$ cat config.mk
export PLATFORM = sky130hd
export DESIGN_NAME = axi4_stream_pkt_fifo_flat
export DESIGN_NICKNAME = d
export VERILOG_FILES = /design/src/rtl/axi4_stream_pkt_fifo_if.sv /design/src/rtl/axi4_stream_pkt_fifo.sv /design/src/flat_wrapper.sv
export SDC_FILE = /design/constraint.sdc
export NUM_CORES = 1
export LEC_CHECK = 0
export ABC_CLOCK_PERIOD_IN_PS = 6400
export CORE_MARGIN = 2
export CORE_UTILIZATION = 56
export CTS_CLUSTER_SIZE = 12
export DETAILED_ROUTE_END_ITERATION = 7
export PLACE_DENSITY = 0.76
export SYNTH_ARGS = -nofsm -noshare
export SYNTH_HDL_FRONTEND = slang
export SYNTH_SLANG_ARGS = --single-unit
export TNS_END_PERCENT = 20
$ cat constraint.sdc
create_clock -name clk_i -period 6.4 [get_ports clk_i]
set_input_delay 0.64 -clock clk_i [delete_from_list [all_inputs] [get_ports clk_i]]
set_output_delay 0.64 -clock clk_i [all_outputs]
set_load 0.01 [all_outputs]
$ cat src/rtl/axi4_stream_pkt_fifo_if.sv
// axi4_stream_if: AXI4-Stream bundle with master and slave views.
interface axi4_stream_if #(
    parameter int TDATA_WIDTH = 32,
    parameter int TUSER_WIDTH = 1,
    parameter int TDEST_WIDTH = 1,
    parameter int TID_WIDTH   = 1
);
    logic                     tvalid;
    logic                     tready;
    logic [TDATA_WIDTH-1:0]   tdata;
    logic [TDATA_WIDTH/8-1:0] tkeep;
    logic                     tlast;
    logic [TUSER_WIDTH-1:0]   tuser;
    logic [TDEST_WIDTH-1:0]   tdest;
    logic [TID_WIDTH-1:0]     tid;
    modport master (output tvalid, tdata, tkeep, tlast, tuser, tdest, tid, input tready);
    modport slave  (input tvalid, tdata, tkeep, tlast, tuser, tdest, tid, output tready);
endinterface

$ cat src/rtl/axi4_stream_pkt_fifo.sv
// axi4_stream_pkt_fifo: AXI4-Stream FIFO, cut-through or store-and-forward with packet drop.
module axi4_stream_pkt_fifo #(
    parameter int TDATA_WIDTH  = 32,
    parameter int TUSER_WIDTH  = 1,
    parameter int TDEST_WIDTH  = 1,
    parameter int TID_WIDTH    = 1,
    parameter int WORDS_AMOUNT = 16,
    parameter int STORE_FWD    = 1,
    parameter int DROP_ON_ERR  = 0,
    parameter int AFULL_LVL    = WORDS_AMOUNT - 2,
    parameter int AEMPTY_LVL   = 2,
    parameter int ADDR_WIDTH   = $clog2(WORDS_AMOUNT)
) (
    input  logic                  clk_i,
    input  logic                  rst_n_i,
    axi4_stream_if.slave          pkt_i,
    axi4_stream_if.master         pkt_o,
    output logic                  full_o,
    output logic                  empty_o,
    output logic                  almost_full_o,
    output logic                  almost_empty_o,
    output logic [ADDR_WIDTH:0]   used_words_o,
    output logic [ADDR_WIDTH:0]   pkts_amount_o,
    output logic                  drop_o,
    output logic [15:0]           drop_cnt_o
);
    localparam int W = TDATA_WIDTH + TDATA_WIDTH / 8 + 1 + TUSER_WIDTH + TDEST_WIDTH + TID_WIDTH;
    localparam logic [ADDR_WIDTH:0] ONE    = (ADDR_WIDTH + 1)'(1);
    localparam logic [ADDR_WIDTH:0] DEPTH  = (ADDR_WIDTH + 1)'(WORDS_AMOUNT);
    localparam logic [ADDR_WIDTH:0] AFULL  = (ADDR_WIDTH + 1)'(AFULL_LVL);
    localparam logic [ADDR_WIDTH:0] AEMPTY = (ADDR_WIDTH + 1)'(AEMPTY_LVL);

    typedef enum logic {ACCEPT, DROP} state_t;
    state_t st_q, st_d;

    logic [W-1:0]        mem_q [WORDS_AMOUNT];
    logic [W-1:0]        ram_q, out_q, out_d, wdat;
    logic [ADDR_WIDTH:0] wr_q, wr_d, cmt_q, cmt_d, rd_q, rd_d, fe_q, fe_d, pkts_q, pkts_d;
    logic [ADDR_WIDTH:0] occ, lim;
    logic [15:0]         dcnt_q, dcnt_d;
    logic                ram_vld_q, ram_vld_d, out_vld_q, out_vld_d;
    logic                full, wr_en, commit, drop, err, pop, mv, ren, rd_last;

    // rd_q advances on consumption, so words still in the output stage keep their RAM slot
    assign occ     = wr_q - rd_q;
    assign full    = occ == DEPTH;
    assign lim     = STORE_FWD != 0 ? cmt_q : wr_q;
    assign err     = DROP_ON_ERR != 0 && pkt_i.tuser[0];
    assign wdat    = {pkt_i.tdata, pkt_i.tkeep, pkt_i.tlast, pkt_i.tuser, pkt_i.tdest, pkt_i.tid};
    assign pop     = out_vld_q && pkt_o.tready;
    assign mv      = ram_vld_q && (!out_vld_q || pop);
    assign ren     = fe_q != lim && (!ram_vld_q || mv);
    assign rd_last = pop && pkt_o.tlast;

    always_comb begin
        st_d   = st_q;
        wr_d   = wr_q;
        cmt_d  = cmt_q;
        wr_en  = 1'b0;
        commit = 1'b0;
        drop   = 1'b0;
        if (STORE_FWD == 0) begin
            wr_en  = pkt_i.tvalid && !full;
            wr_d   = wr_en ? wr_q + ONE : wr_q;
            commit = wr_en && pkt_i.tlast;
            cmt_d  = wr_d;
        end else if (st_q == ACCEPT) begin
            if (pkt_i.tvalid && full) begin
                wr_d = cmt_q;
                drop = pkt_i.tlast;
                st_d = pkt_i.tlast ? ACCEPT : DROP;
            end else if (pkt_i.tvalid) begin
                wr_en  = 1'b1;
                commit = pkt_i.tlast && !err;
                drop   = pkt_i.tlast && err;
                wr_d   = drop ? cmt_q : wr_q + ONE;
                cmt_d  = commit ? wr_q + ONE : cmt_q;
            end
        end else if (pkt_i.tvalid && pkt_i.tlast) begin
            drop = 1'b1;
            st_d = ACCEPT;
        end
    end

    always_comb begin
        fe_d      = ren ? fe_q + ONE : fe_q;
        rd_d      = pop ? rd_q + ONE : rd_q;
        ram_vld_d = ren || (ram_vld_q && !mv);
        out_vld_d = mv || (out_vld_q && !pop);
        out_d     = mv ? ram_q : out_q;
        pkts_d    = (commit && !rd_last) ? pkts_q + ONE : (!commit && rd_last) ? pkts_q - ONE : pkts_q;
        dcnt_d    = (drop && dcnt_q != 16'hFFFF) ? dcnt_q + 16'd1 : dcnt_q;
    end

    always_ff @(posedge clk_i) begin
        if (wr_en) mem_q[wr_q[ADDR_WIDTH-1:0]] <= wdat;
        if (ren) ram_q <= mem_q[fe_q[ADDR_WIDTH-1:0]];
    end

    always_ff @(posedge clk_i or negedge rst_n_i) begin
        if (!rst_n_i) begin
            st_q      <= ACCEPT;
            wr_q      <= '0;
            cmt_q     <= '0;
            rd_q      <= '0;
            fe_q      <= '0;
            pkts_q    <= '0;
            dcnt_q    <= '0;
            ram_vld_q <= 1'b0;
            out_vld_q <= 1'b0;
            out_q     <= '0;
        end else begin
            st_q      <= st_d;
            wr_q      <= wr_d;
            cmt_q     <= cmt_d;
            rd_q      <= rd_d;
            fe_q      <= fe_d;
            pkts_q    <= pkts_d;
            dcnt_q    <= dcnt_d;
            ram_vld_q <= ram_vld_d;
            out_vld_q <= out_vld_d;
            out_q     <= out_d;
        end
    end

    assign pkt_i.tready   = STORE_FWD != 0 ? 1'b1 : !full;
    assign pkt_o.tvalid   = out_vld_q;
    assign {pkt_o.tdata, pkt_o.tkeep, pkt_o.tlast, pkt_o.tuser, pkt_o.tdest, pkt_o.tid} = out_q;
    assign full_o         = full;
    assign empty_o        = !out_vld_q;
    assign almost_full_o  = occ >= AFULL;
    assign almost_empty_o = occ <= AEMPTY;
    assign used_words_o   = occ;
    assign pkts_amount_o  = pkts_q;
    assign drop_o         = drop;
    assign drop_cnt_o     = dcnt_q;
endmodule

$ cat src/flat_wrapper.sv
// flat-port wrapper written by rule: the top's interface ports become plain ports
module axi4_stream_pkt_fifo_flat 
#(
    parameter int TDATA_WIDTH  = 32,
    parameter int TUSER_WIDTH  = 1,
    parameter int TDEST_WIDTH  = 1,
    parameter int TID_WIDTH    = 1,
    parameter int WORDS_AMOUNT = 16,
    parameter int STORE_FWD    = 1,
    parameter int DROP_ON_ERR  = 0,
    parameter int AFULL_LVL    = WORDS_AMOUNT - 2,
    parameter int AEMPTY_LVL   = 2,
    parameter int ADDR_WIDTH   = $clog2(WORDS_AMOUNT)
)
  (clk_i, rst_n_i, full_o, empty_o, almost_full_o, almost_empty_o, used_words_o, pkts_amount_o, drop_o, drop_cnt_o, pkt_i_tvalid, pkt_i_tdata, pkt_i_tkeep, pkt_i_tlast, pkt_i_tuser, pkt_i_tdest, pkt_i_tid, pkt_i_tready, pkt_o_tvalid, pkt_o_tdata, pkt_o_tkeep, pkt_o_tlast, pkt_o_tuser, pkt_o_tdest, pkt_o_tid, pkt_o_tready);
  axi4_stream_if #(.TDATA_WIDTH(TDATA_WIDTH), .TUSER_WIDTH(TUSER_WIDTH), .TDEST_WIDTH(TDEST_WIDTH), .TID_WIDTH(TID_WIDTH)) pkt_i_i ();
  axi4_stream_if #(.TDATA_WIDTH(TDATA_WIDTH), .TUSER_WIDTH(TUSER_WIDTH), .TDEST_WIDTH(TDEST_WIDTH), .TID_WIDTH(TID_WIDTH)) pkt_o_i ();
  input  logic clk_i;
  input  logic rst_n_i;
  output logic full_o;
  output logic empty_o;
  output logic almost_full_o;
  output logic almost_empty_o;
  output logic [ADDR_WIDTH:0] used_words_o;
  output logic [ADDR_WIDTH:0] pkts_amount_o;
  output logic drop_o;
  output logic [15:0] drop_cnt_o;
  input wire logic [$bits(pkt_i_i.tvalid)-1:0] pkt_i_tvalid;
  input wire logic [$bits(pkt_i_i.tdata)-1:0] pkt_i_tdata;
  input wire logic [$bits(pkt_i_i.tkeep)-1:0] pkt_i_tkeep;
  input wire logic [$bits(pkt_i_i.tlast)-1:0] pkt_i_tlast;
  input wire logic [$bits(pkt_i_i.tuser)-1:0] pkt_i_tuser;
  input wire logic [$bits(pkt_i_i.tdest)-1:0] pkt_i_tdest;
  input wire logic [$bits(pkt_i_i.tid)-1:0] pkt_i_tid;
  output wire logic [$bits(pkt_i_i.tready)-1:0] pkt_i_tready;
  output wire logic [$bits(pkt_o_i.tvalid)-1:0] pkt_o_tvalid;
  output wire logic [$bits(pkt_o_i.tdata)-1:0] pkt_o_tdata;
  output wire logic [$bits(pkt_o_i.tkeep)-1:0] pkt_o_tkeep;
  output wire logic [$bits(pkt_o_i.tlast)-1:0] pkt_o_tlast;
  output wire logic [$bits(pkt_o_i.tuser)-1:0] pkt_o_tuser;
  output wire logic [$bits(pkt_o_i.tdest)-1:0] pkt_o_tdest;
  output wire logic [$bits(pkt_o_i.tid)-1:0] pkt_o_tid;
  input wire logic [$bits(pkt_o_i.tready)-1:0] pkt_o_tready;
  assign pkt_i_i.tvalid = pkt_i_tvalid;
  assign pkt_i_i.tdata = pkt_i_tdata;
  assign pkt_i_i.tkeep = pkt_i_tkeep;
  assign pkt_i_i.tlast = pkt_i_tlast;
  assign pkt_i_i.tuser = pkt_i_tuser;
  assign pkt_i_i.tdest = pkt_i_tdest;
  assign pkt_i_i.tid = pkt_i_tid;
  assign pkt_i_tready = pkt_i_i.tready;
  assign pkt_o_tvalid = pkt_o_i.tvalid;
  assign pkt_o_tdata = pkt_o_i.tdata;
  assign pkt_o_tkeep = pkt_o_i.tkeep;
  assign pkt_o_tlast = pkt_o_i.tlast;
  assign pkt_o_tuser = pkt_o_i.tuser;
  assign pkt_o_tdest = pkt_o_i.tdest;
  assign pkt_o_tid = pkt_o_i.tid;
  assign pkt_o_i.tready = pkt_o_tready;
  axi4_stream_pkt_fifo #(.TDATA_WIDTH(TDATA_WIDTH), .TUSER_WIDTH(TUSER_WIDTH), .TDEST_WIDTH(TDEST_WIDTH), .TID_WIDTH(TID_WIDTH), .WORDS_AMOUNT(WORDS_AMOUNT), .STORE_FWD(STORE_FWD), .DROP_ON_ERR(DROP_ON_ERR), .AFULL_LVL(AFULL_LVL), .AEMPTY_LVL(AEMPTY_LVL), .ADDR_WIDTH(ADDR_WIDTH)) u_core (.clk_i(clk_i), .rst_n_i(rst_n_i), .pkt_i(pkt_i_i), .pkt_o(pkt_o_i), .full_o(full_o), .empty_o(empty_o), .almost_full_o(almost_full_o), .almost_empty_o(almost_empty_o), .used_words_o(used_words_o), .pkts_amount_o(pkts_amount_o), .drop_o(drop_o), .drop_cnt_o(drop_cnt_o));
endmodule
==> results.sh <==
export IMPL_critPathMaxFanout=18
export IMPL_grt_pass1_wl_mm=92.8
export IMPL_cap_viol_max_count=0
export IMPL_grt_ovfl_total=0
export IMPL_cts_made_buffers=78
export IMPL_fp_coreArea_sq_um=51500
export IMPL_path_clk_slew_ns=0.06
export IMPL_status="finished clean"
export IMPL_ios=117
export IMPL_yosysUniqueCellTypes=49
export IMPL_areaGrowthSynthToFinish_pct=15.3
export IMPL_ys_top_cells_by_count="edfxtp_1, mux4_2, dfrtp_1, mux2_2, clkbuf_1"
export IMPL_drt_total_wl_mm=62.1
export IMPL_fin_crit_ns=4.68
export IMPL_finalWeightedCongestion=0.833
export IMPL_cts_buffer_depth=3
export IMPL_insertion_delay_ns=0.62
export IMPL_io_buffers=115
export IMPL_synthSimpleGateAreaFrac=0.0141
export IMPL_r2r_end="u_core.mem_q[12][8]"
export IMPL_grt_max_degree=101
export IMPL_cts_tree="done"
export IMPL_synth_area_per_cell_sq_um=22.9
export IMPL_rsz0062_at_grt="false"
export IMPL_drtPass1Iterations=5
export IMPL_cts_max_level=3
export IMPL_first_iter_violations=1609
export IMPL_crit_type="reg -> out"
export IMPL_fp_dieW_microns=233
export IMPL_ys_async_sr_fraction=0.110
export IMPL_synth_top_area_share=0.698
export IMPL_synth_fp_nets=1337
export IMPL_worstMarginPinSlew_ns=1.09
export IMPL_yosysSeqAreaShare=0.770
export IMPL_synthMostInstantiatedCell="edfxtp_1"
export IMPL_regArea_sq_um=22500
export IMPL_clock_sinks=764
export IMPL_hold_buffers=1
export IMPL_ys_flop_type="edfxtp_1"
export IMPL_drt_wirelength_per_cell_microns=28.4
export IMPL_synth_top_area_cell="edfxtp_1"
export IMPL_rows=83
export IMPL_synth_xor_area_share=0.0117
export IMPL_synth_fa_ha_area_frac=0.00779
export IMPL_peakVddDrop_uv=295
export IMPL_vias=13700
export IMPL_relSlewSlack=0.271
export IMPL_drive_gt1_frac=0.266
export IMPL_layout_nets=1500
export IMPL_cp_arrival_ns=4.04
export IMPL_yosys_warnings=0
export IMPL_start_util=0.568
export IMPL_first_global_vias=14100
export IMPL_syn_inst=1276
export IMPL_fin_skew_ns=0.0239
export IMPL_drc=0
export IMPL_hold_slack_ns=0.450
export IMPL_r2r_slack_ns=1.85
export IMPL_synth_compound_area_frac=0.0110
export IMPL_final_hold_violation_count=0
export IMPL_synth_top_family_by_area="multiplexers"
export IMPL_leakage_nw=11.0
export IMPL_vias_per_cell=6.27
export IMPL_grt_usage=0.239
export IMPL_powerDensity_nw_per_um2=462
export IMPL_setup_viol_count_final=0
export IMPL_dpl_hpwl_mm=34.2
export IMPL_worstSetupStartpointType="register"
export IMPL_reg2reg_from="u_core.wr_q[0]"
export IMPL_max_freq_ghz=0.214
export IMPL_min_path_type="in -> async"
export IMPL_fp_dieArea_sq_um=54100
export IMPL_n_fill_cell=3286
export IMPL_syn_area_sq_um=29200
export IMPL_synth_edf_count=680
export IMPL_synth_seq_cells=764
export IMPL_multiInputGateArea_sq_um=6510
export IMPL_synthTopCellsByArea="edfxtp_1, mux4_2, dfrtp_1"
export IMPL_slew_viol_final=0
export IMPL_end_kind="output port"
export IMPL_crit_required_ns=5.76
export IMPL_synthMuxAreaShare=0.174
export IMPL_tns_ns=0
export IMPL_cts_resized=0
export IMPL_die_h_microns=233
export IMPL_worst_r2r_path_depth=10
export IMPL_clockRootBuffer="clkbuf_16"
export IMPL_cts_setup_buffers=0
export IMPL_finalCritPeriodShare=0.731
export IMPL_antenna_left=0
export IMPL_antenna_found_initial=3
==> per-stage QoR <==
step	worst slack [ns]	area, sq um	power [mW]	utilization	std cells
2_1_floorplan	1.07	29200	9.72	-	1276
3_3_place_gp	2.07	31300	11.3	0.608	2038
3_5_place_dp	1.89	31300	11.4	0.608	2038
4_1_cts	1.71	33700	15.7	0.655	2184
5_1_grt	1.49	33700	16.2	0.655	2185
6_report	1.72	33700	15.6	0.655	2186
==> sequential cells by signal, indices dropped and copies added, names as in the netlist <==
signal                flops
u_core.ram_q             40
u_core.cmt_q              5
u_core.pkt_o.tvalid       1
u_core.ram_vld_q          1
u_core.wr_q               5
u_core.mem_q            640
u_core.rd_q               5
u_core.drop_cnt_o        16
u_core.st_q               1
u_core.out_q             40
u_core.pkts_amount_o      5
u_core.fe_q               5
==> cell families (layout without fill, tap and decap cells) <==
| logic type | count (synthesis) | after routing |
|---|---|---|
| multiplexers | 251 | 251 |
| other | 1 | 3 |
| AO/OA/AOI/OAI | 42 | 42 |
| XOR/XNOR | 39 | 39 |
| flip-flops | 764 | 764 |
| adder cells (fa/ha/maj) | 17 | 17 |
| buffers and inverters | 76 | 304 |
| AND/OR/NAND/NOR | 86 | 86 |
==> worst max-delay path, cell delays in order (launching register included) <==
cell	delay (ns)
dfrtp_1	0.44
inv_1	0.14
ha_1	0.23
fa_1	0.41
nand2b_1	0.16
a21oi_1	0.17
xnor2_1	0.10
or4_1	0.88
a21boi_1	0.33
clkdlybuf4s50_1	0.58
==> report_power, final <==
| group | switching [mW] | total [mW] | internal, mW |
|---|---|---|---|
| clock network | 1.82 | 4.29 | 2.46 |
| logic | 2.06 | 4.33 | 2.27 |
| registers | 0.623 | 6.97 | 6.35 |
==> final cells by class <==
type	instances	area share
Clock buffer	127	0.0649
Timing Repair Buffer	144	0.0413
Multi-Input combinational cell	436	0.193
Sequential cell	764	0.668
Tap cell	680	0.0252
Inverter	15	0.00182
Clock inverter	18	0.00538
Antenna cell	2	0.000148
==> layer usage <==
layer	track usage	vias up	wire length [microns]
met1	0.343	7286	25600
met5	0	-	9
met2	0.374	675	30200
met3	0.0515	84	4940
met4	0.0738	2	1370
li1	-	5654	-
==> cell usage in the layout (no fill, tap or decap), drive strengths merged, types with 3 or more instances in the layout <==
cell type,Yosys,routed
clkdlybuf4s50,0,114
and3,4,4
nand2b,5,5
nand3,14,14
edfxtp,680,680
clkinv,2,12
a2bb2oi,3,3
a211oi,3,3
mux2,48,48
mux4,200,200
bufinv,0,3
nor3,7,7
xor2,12,12
buf,29,29
dfrtp,84,84
a21oi,12,12
nand2,25,25
o21ai,6,6
xnor2,27,27
nor2,19,19
clkbuf,32,127
o2111ai,3,3
nand4,6,6
mux2i,3,3
o211ai,7,7
inv,13,18
ha,15,15
==> worst max path at each step <==
stage / slack (ns) / from / end / cells after the start
floorplan: 1.07 / u_core.wr_q[0] / u_core.mem_q[2][0] / 11
global placement: 2.07 / u_core.wr_q[0] / u_core.mem_q[4][23] / 10
detailed placement: 1.89 / u_core.wr_q[0] / u_core.mem_q[12][3] / 10
CTS: 1.71 / u_core.wr_q[0] / drop_o / 9
global route: 1.49 / u_core.wr_q[0] / u_core.mem_q[4][14] / 10
finish: 1.72 / u_core.wr_q[0] / drop_o / 9
No activity file was read; power rests on OpenSTA's default activity.
